## src/rtl/phys_reg_ready_table.sv

```systemverilog
// phys_reg_ready_table
// Ready-bit scoreboard for the physical register file. One bit per physical
// register records whether its value has been produced. Wakeup broadcasts set
// bits, destination allocations at dispatch clear them, and every source of
// the dispatch bundle gets a registered ready bit one cycle after it is read.
//
// Ports:
//   clk           clock
//   reset         synchronous, active-high reset (table all ready, outputs 0)
//   stall_i       dispatch stalled: allocations ignored, srcReady_o holds
//   wakeValid_i   per-port wakeup valid (ports 0..2 result shift reg, 3 load)
//   wakeTag_i     packed wakeup tags, port p at [p*SIZE_PHYSICAL_LOG +: SIZE_PHYSICAL_LOG]
//   allocValid_i  per-slot destination allocation valid
//   allocTag_i    packed destination tags, slot i at [i*SIZE_PHYSICAL_LOG +: ...]
//   srcValid_i    per-source valid, source k of slot i at index 2i+k
//   srcTag_i      packed source tags, same indexing as srcValid_i
//   srcReady_o    registered ready bit per source
module phys_reg_ready_table #(
    parameter int unsigned SIZE_PHYSICAL     = 96,
    parameter int unsigned SIZE_PHYSICAL_LOG = 7,
    parameter int unsigned DISPATCH_WIDTH    = 4,
    parameter int unsigned WAKE_PORTS        = 4
) (
    input  logic                                          clk,
    input  logic                                          reset,
    input  logic                                          stall_i,
    input  logic [WAKE_PORTS-1:0]                         wakeValid_i,
    input  logic [WAKE_PORTS*SIZE_PHYSICAL_LOG-1:0]       wakeTag_i,
    input  logic [DISPATCH_WIDTH-1:0]                     allocValid_i,
    input  logic [DISPATCH_WIDTH*SIZE_PHYSICAL_LOG-1:0]   allocTag_i,
    input  logic [2*DISPATCH_WIDTH-1:0]                   srcValid_i,
    input  logic [2*DISPATCH_WIDTH*SIZE_PHYSICAL_LOG-1:0] srcTag_i,
    output logic [2*DISPATCH_WIDTH-1:0]                   srcReady_o
);

    localparam int unsigned TAG_W   = SIZE_PHYSICAL_LOG;
    localparam int unsigned NUM_SRC = 2 * DISPATCH_WIDTH;

    logic [SIZE_PHYSICAL-1:0]  readyTable;
    logic [SIZE_PHYSICAL-1:0]  readyNext;
    logic [SIZE_PHYSICAL-1:0]  wakeHit;
    logic [SIZE_PHYSICAL-1:0]  allocHit;
    logic [DISPATCH_WIDTH-1:0] allocEff;
    logic [NUM_SRC-1:0]        srcReadyNext;

    // Allocations only take effect on cycles where dispatch actually proceeds.
    assign allocEff = allocValid_i & {DISPATCH_WIDTH{~stall_i}};

    // Decode wakeups and allocations into one-hot-per-register vectors;
    // tags beyond the register file are dropped rather than aliased.
    always_comb begin
        logic [TAG_W-1:0] tag;
        wakeHit  = '0;
        allocHit = '0;
        tag      = '0;
        for (int unsigned p = 0; p < WAKE_PORTS; p++) begin
            tag = wakeTag_i[p*TAG_W +: TAG_W];
            if (wakeValid_i[p] && (32'(tag) < SIZE_PHYSICAL)) begin
                wakeHit[tag] = 1'b1;
            end
        end
        for (int unsigned i = 0; i < DISPATCH_WIDTH; i++) begin
            tag = allocTag_i[i*TAG_W +: TAG_W];
            if (allocEff[i] && (32'(tag) < SIZE_PHYSICAL)) begin
                allocHit[tag] = 1'b1;
            end
        end
    end

    // Allocation wins over a same-cycle wakeup of the same register.
    assign readyNext = (readyTable | wakeHit) & ~allocHit;

    // Source lookup on pre-update contents, with wakeup bypass and
    // squashing by destinations allocated in older slots of the bundle.
    always_comb begin
        logic [TAG_W-1:0] tag;
        logic             rdy;
        srcReadyNext = '0;
        tag          = '0;
        rdy          = 1'b0;
        for (int unsigned s = 0; s < NUM_SRC; s++) begin
            tag = srcTag_i[s*TAG_W +: TAG_W];
            rdy = 1'b0;
            if (srcValid_i[s] && (32'(tag) < SIZE_PHYSICAL)) begin
                rdy = readyTable[tag] | wakeHit[tag];
                for (int unsigned i = 0; i < DISPATCH_WIDTH; i++) begin
                    if ((i < (s >> 1)) && allocEff[i] &&
                        (allocTag_i[i*TAG_W +: TAG_W] == tag)) begin
                        rdy = 1'b0;
                    end
                end
            end
            srcReadyNext[s] = rdy;
        end
    end

    // Table and output registers.
    always_ff @(posedge clk) begin
        if (reset) begin
            readyTable <= '1;
            srcReady_o <= '0;
        end else begin
            readyTable <= readyNext;
            if (!stall_i) begin
                srcReady_o <= srcReadyNext;
            end
        end
    end

endmodule
```

## config.mk

```make
export PLATFORM = sky130hd
export DESIGN_NAME = phys_reg_ready_table
export DESIGN_NICKNAME = d
export VERILOG_FILES = /design/src/rtl/phys_reg_ready_table.sv
export SDC_FILE = /design/constraint.sdc
export NUM_CORES = 2
export LEC_CHECK = 0
export CORE_ASPECT_RATIO = 0.5
export CORE_MARGIN = 3
export CORE_UTILIZATION = 57
export CTS_CLUSTER_DIAMETER = 80
export CTS_CLUSTER_SIZE = 28
export DETAILED_ROUTE_END_ITERATION = 8
export MAX_ROUTING_LAYER = met4
export PLACE_DENSITY = 0.8
export SETUP_SLACK_MARGIN = 0.1
export SLEW_MARGIN = 20
export SYNTH_ARGS = -nofsm -noshare
export SYNTH_HDL_FRONTEND = slang
export SYNTH_SLANG_ARGS = --single-unit
```

## constraint.sdc

```tcl
create_clock -name clk -period 3.5 [get_ports clk]
set_clock_uncertainty 0.05 [all_clocks]
set_input_delay 0.875 -clock clk [delete_from_list [all_inputs] [get_ports clk]]
set_output_delay 0.875 -clock clk [all_outputs]
set_load 0.05 [all_outputs]
```

==> impl_results.md, run 1 <==
- Largest net degree at the start of global routing: 97
- Most used DFF post-synth: dfxtp_1
- Longest Clk Path Bufs: 2
- Port bufs: 138
- TritonCTS Sinks: about 100
- Number of synthesized flops with an enable pin: 0
- Run status: aborted with a tool error
- Die width: 299 um
- First-pass GRT wire length: 301000 um
- Syn avg cell area: 8.84 um2
- Synth Warn #: 0
- Row count: 52
- Ys async rst share: 0
- DP Worst Slack: -953 ps
- Gpl congestion: 1.43
- Syn_nets: 2895
- Cts bufs inserted: 9
- GR Overflow Total: 1260
- I/O pin count: 139
- Area of the mapped netlist: 0.0244 mm2
- Post-synthesis cell count: 2764
- Root Buffer: clkbuf_16
- Stopped at: global routing
- Vias in the first global route: 41100
- Post-synthesis sequential element count: 104
- Seq/Total Area, Yosys: 0.0852
- Die Y: 152 um
- Total GRT Usage: 0.917
- H-Tree Depth: 3
- Yosys cell types: 100
- Error: [ERROR GRT-0116] Global routing finished with congestion. Check the congestion regions in the DRC Viewer.
- Starting Density: 0.591
- HPWL after detailed placement: 115000 um
synthesized netlist by cell type (70+ instances only):
library cell	count	share of area
a21oi_1	79	0.016
buf_2	76	0.016
clkbuf_1	170	0.026
dfxtp_1	104	0.085
mux4_2	359	0.33
nand2_1	200	0.031
nand2b_1	82	0.021
nor2_1	256	0.039
nor3_1	125	0.026
o21ai_0	85	0.017
o22ai_1	153	0.039
xor2_1	70	0.025
logic make-up after synthesis:
group,after synthesis,share of synthesized area
and+or+nand+nor,1029,0.229
AOI/OAI and AO/OA,758,0.228
muxes,426,0.361
buffers and inverters,363,0.0666
DFF,104,0.0852
xor gates and xnor gates,84,0.0301
per-layer routing:
metal  GRT overflow  GRT usage
met1            220      0.897
met2            559      0.991
met3            196      0.891
met4            285      0.850
met5              -          -
through the flow:
step	cells	area, um2	hold slack, ps
after floorplan	2764	24500	503
after global placement	3880	31100	527
after detailed placement	3880	31100	538
after CTS	3937	32900	551
repair_timing:
action | in CTS
resized for setup | 300
gates cloned | 2
pin swaps | 58
endpoints found under the setup margin | 9
setup buffers | 39
hold buffers | 0
==> inputs of run 2 (changes only) <==
==> config.mk (replaced) <==
export PLATFORM = sky130hd
export DESIGN_NAME = phys_reg_ready_table
export DESIGN_NICKNAME = d
export VERILOG_FILES = /design/src/rtl/phys_reg_ready_table.sv
export SDC_FILE = /design/constraint.sdc
export NUM_CORES = 2
export LEC_CHECK = 0
export CORE_MARGIN = 3
export CORE_UTILIZATION = 40
export DETAILED_ROUTE_END_ITERATION = 8
export PLACE_DENSITY_LB_ADDON = 0.15
export SLEW_MARGIN = 20
export SYNTH_ARGS = -nofsm -noshare
export SYNTH_HDL_FRONTEND = slang
export SYNTH_SLANG_ARGS = --single-unit
==> constraint.sdc (replaced) <==
create_clock -name clk -period 4.5 [get_ports clk]
set_clock_uncertainty 0.05 [all_clocks]
set_input_delay 1.125 -clock clk [delete_from_list [all_inputs] [get_ports clk]]
set_output_delay 1.125 -clock clk [all_outputs]
set_load 0.05 [all_outputs]
==> run 2 against run 1 <==
Net effect:
- the flow now finishes, with violations (DRC, setup timing)
- area after synthesis stayed put
- synthesized cell count stayed put
==> impl_results.md, run 2 <==
- Detailed Routing Iterations Pass 1: 9
- Smallest hold slack: 527 ps
- WL met2: 65500 um
- Row count: 89 (+71%)
- Most frequent cells in the layout: buf_4 (602), mux4_2 (359), nor2_1 (254)
- Setup Fix Bufs, Post-CTS: 0 (-100%)
- Worst reg2reg endpoint: srcReady_o[0]
- Run status: finished, violations left
- Gpl congestion: 1.17 (-18%)
- R2R setup slack: 1160 ps
- R2R Path Start: readyTable[30]
- Peak VDD IR: between 0.15 and 0.2 mV
- Yosys top cell by area: mux4_2
- Placed cell area: 0.0306 mm2 (-1.5%)
- Hold EP: srcReady_o[2]
- Hold path cells: 3
- DP Worst Slack: -456 ps (+497 ps)
- Hold path startpoint: srcReady_o[2]
- Largest net degree at the start of global routing: 70
- Fin crit share: 1.01
- Most used DFF post-synth: dfxtp_1
- Pleak: 10.2 nW
- Fmax: 0.221 GHz
- Startpoint Class: input port
- Seq/Total Area, Yosys: 0.0852 (unchanged)
- Initial DRC count: 7024
- Final Critical Period: 4530 ps
- Placed instance count: 3995 (+3.0%)
- CP required: 4730 ps
- Port bufs: 138 (unchanged)
- Number of synthesized flops with an enable pin: 0 (unchanged)
- WL per Instance: ~44 um
- Longest Clk Path Bufs: 2 (unchanged)
- Post-synthesis cell count: 2764 (unchanged)
- Total GRT Usage: 0.536
- Detailed Route WL: about 180000 um
- Syn avg cell area: 8.84 um2 (unchanged)
- Root Buffer: clkbuf_16
- H-Tree Depth: 3 (unchanged)
- Cts bufs inserted: 9 (unchanged)
- Initial antenna violation count: 14
- Vias in the first global route: 30400
- Yosys cell types: 100 (unchanged)
- RSZ-0062 raised after global routing: no
- CTS hold repair buffers: 0 (unchanged)
- Final ANT Viol Nets: 0
- Top sig layer: met5
- Synth top area share: 0.331 (unchanged)
- Failing checks: DRC, setup timing
- Ys async rst share: 0 (unchanged)
- Critical Path Fanout Max: 9
- Via density: 8.26
- Clk_lat worst skew: 420 ps
- GR Overflow Total: 0
- Fin util: 0.520
- WL met1: ~60000 um
- Starting Density: 0.409 (-0.181)
- Metal3 WL: roughly 34000 um
- HPWL after detailed placement: 137000 um (+19%)
- Area delta synth->final: 27.0%
- Setup crit end kind: flip-flop
- Syn_nets: 2895 (unchanged)
- Pwr dens: roughly 120 mW/mm2
- Die Y: 253 um (+66%)
- Finished Layout Cells: 4021
- Worst Slack Setup Final: -29.1 ps
- Max FFs per register: between 90 and 100
- First-pass GRT wire length: 241000 um
- Max Cap Viol: 0
- Post-synthesis sequential element count: 104 (unchanged)
- Vias: between 30000 and 40000
- Kind of critical path: in2reg
- CTS tree: done
- Count of final hold-check violations: 0
- DRC Markers: 66
- Leading cell type in the layout, fill and taps excluded: buf_4
- Die width: 253 um (-15%)
- Slew @ Worst Pin: 1380 ps
- Reg2reg path depth: 7
- Final net count: 3366
- TritonCTS Sinks: 104 (unchanged)
- Core box area: 0.0597 mm2
- I/O pin count: 139 (unchanged)
- Largest regs: readyTable (96), srcReady_o (8)
- Most common cell in the synthesized netlist: mux4_2
- Rel. slew slack: 0.0737
- Max Slew Vio Count: 0
- Final Setup Violations: 1
- Biggest register: readyTable
- # fillers: about 5700
- Most frequent cells after synthesis: mux4_2 (359), nor2_1 (256), nand2_1 (200)
- Layout cells sized above 1: 0.353
- WP data arrival: roughly 4800 ps
- Synth Warn #: 0 (unchanged)
- Synth top area cells: mux4_2 (33%), dfxtp_1 (8.5%), nor2_1 (3.9%)
- Area of the mapped netlist: 0.0244 mm2 (unchanged)
- Die area: 0.0641 mm2
- Hold WC Path Type: reg2reg
- Reg clk slew, reported paths: 110 ps
- Final instance area: 0.0310 mm2
## run 2: cell counts after synthesis
Identical to the previous run, type by type.
## run 2: cells by family (layout without fill, tap and decap cells)
kind of cell | after synthesis | after routing | share of synthesized area
other | 0 | 8 | 0
muxes | 426 | 426 | 0.361
DFF | 104 | 104 | 0.0852
AOI/OAI and AO/OA | 758 | 758 | 0.228
xor gates and xnor gates | 84 | 84 | 0.0301
and+or+nand+nor | 1029 | 1029 | 0.229
buffers and inverters | 363 | 839 | 0.0666
## run 2: timing repair
item,4_1_cts,5_1_grt
pin swaps,0,0
endpoints found under the setup margin,1,6
gates resized for setup,1,9
## run 2: layout make-up
cell class,instances,area [um2],area share
antenna,8,20.0,0.000645
clock buffer,9,225,0.00726
clock inverter,7,108,0.00347
inverter,44,165,0.00532
multi-input combinational,2297,20800,0.671
sequential,104,2080,0.0671
tap,773,967,0.0312
timing repair buffer,779,6640,0.214
## run 2: per-layer routing
| layer | GRT usage | up-vias |
|---|---|---|
| met1 | 0.653 | 16100 |
| met3 | 0.320 | 1066 |
| met4 | 0.355 | 20 |
| met5 | 0.0188 | - |
| met2 | 0.698 | 3803 |
| li1 | - | 12300 |
## run 2: worst max path at each step
stage | to | depth (start not counted) | slack, ps | startpoint
after global routing | srcReady_o[1] | 12 | 2 | wakeTag_i[14]
after CTS | srcReady_o[7] | 12 | 90 | wakeTag_i[18]
after detailed placement | srcReady_o[5] | 13 | -460 | wakeTag_i[23]
final | srcReady_o[0] | 13 | -30 | wakeTag_i[9]
after floorplan | srcReady_o[5] | 9 | 650 | srcTag_i[35]
after global placement | srcReady_o[5] | 13 | -540 | wakeTag_i[23]
## run 2: per-stage QoR
step	power (mW)	TNS (ps)
6_report	3.86	-29.1
4_1_cts	3.71	0
3_5_place_dp	2.74	-2380
2_1_floorplan	1.93	0
3_3_place_gp	2.72	-2470
5_1_grt	3.88	0
## run 2: power breakdown
group	switching, mW	internal [mW]
Clock	0.504	0.502
Combinational	1.17	0.717
Sequential	0.0333	0.930
Total	1.71	2.15
## run 2: critical path: stages
cell and delay [ps]:
clkdlybuf4s50_1 640, buf_4 220, nand4bb_1 200, buf_4 150, o22ai_1 80, buf_4 150, nor2_1 650, buf_4 240
o21ai_0 140, a31oi_1 710, nand4_1 160, nand4_1 170, a311oi_1 100
Note: power is estimated with default switching activity, not from simulation.
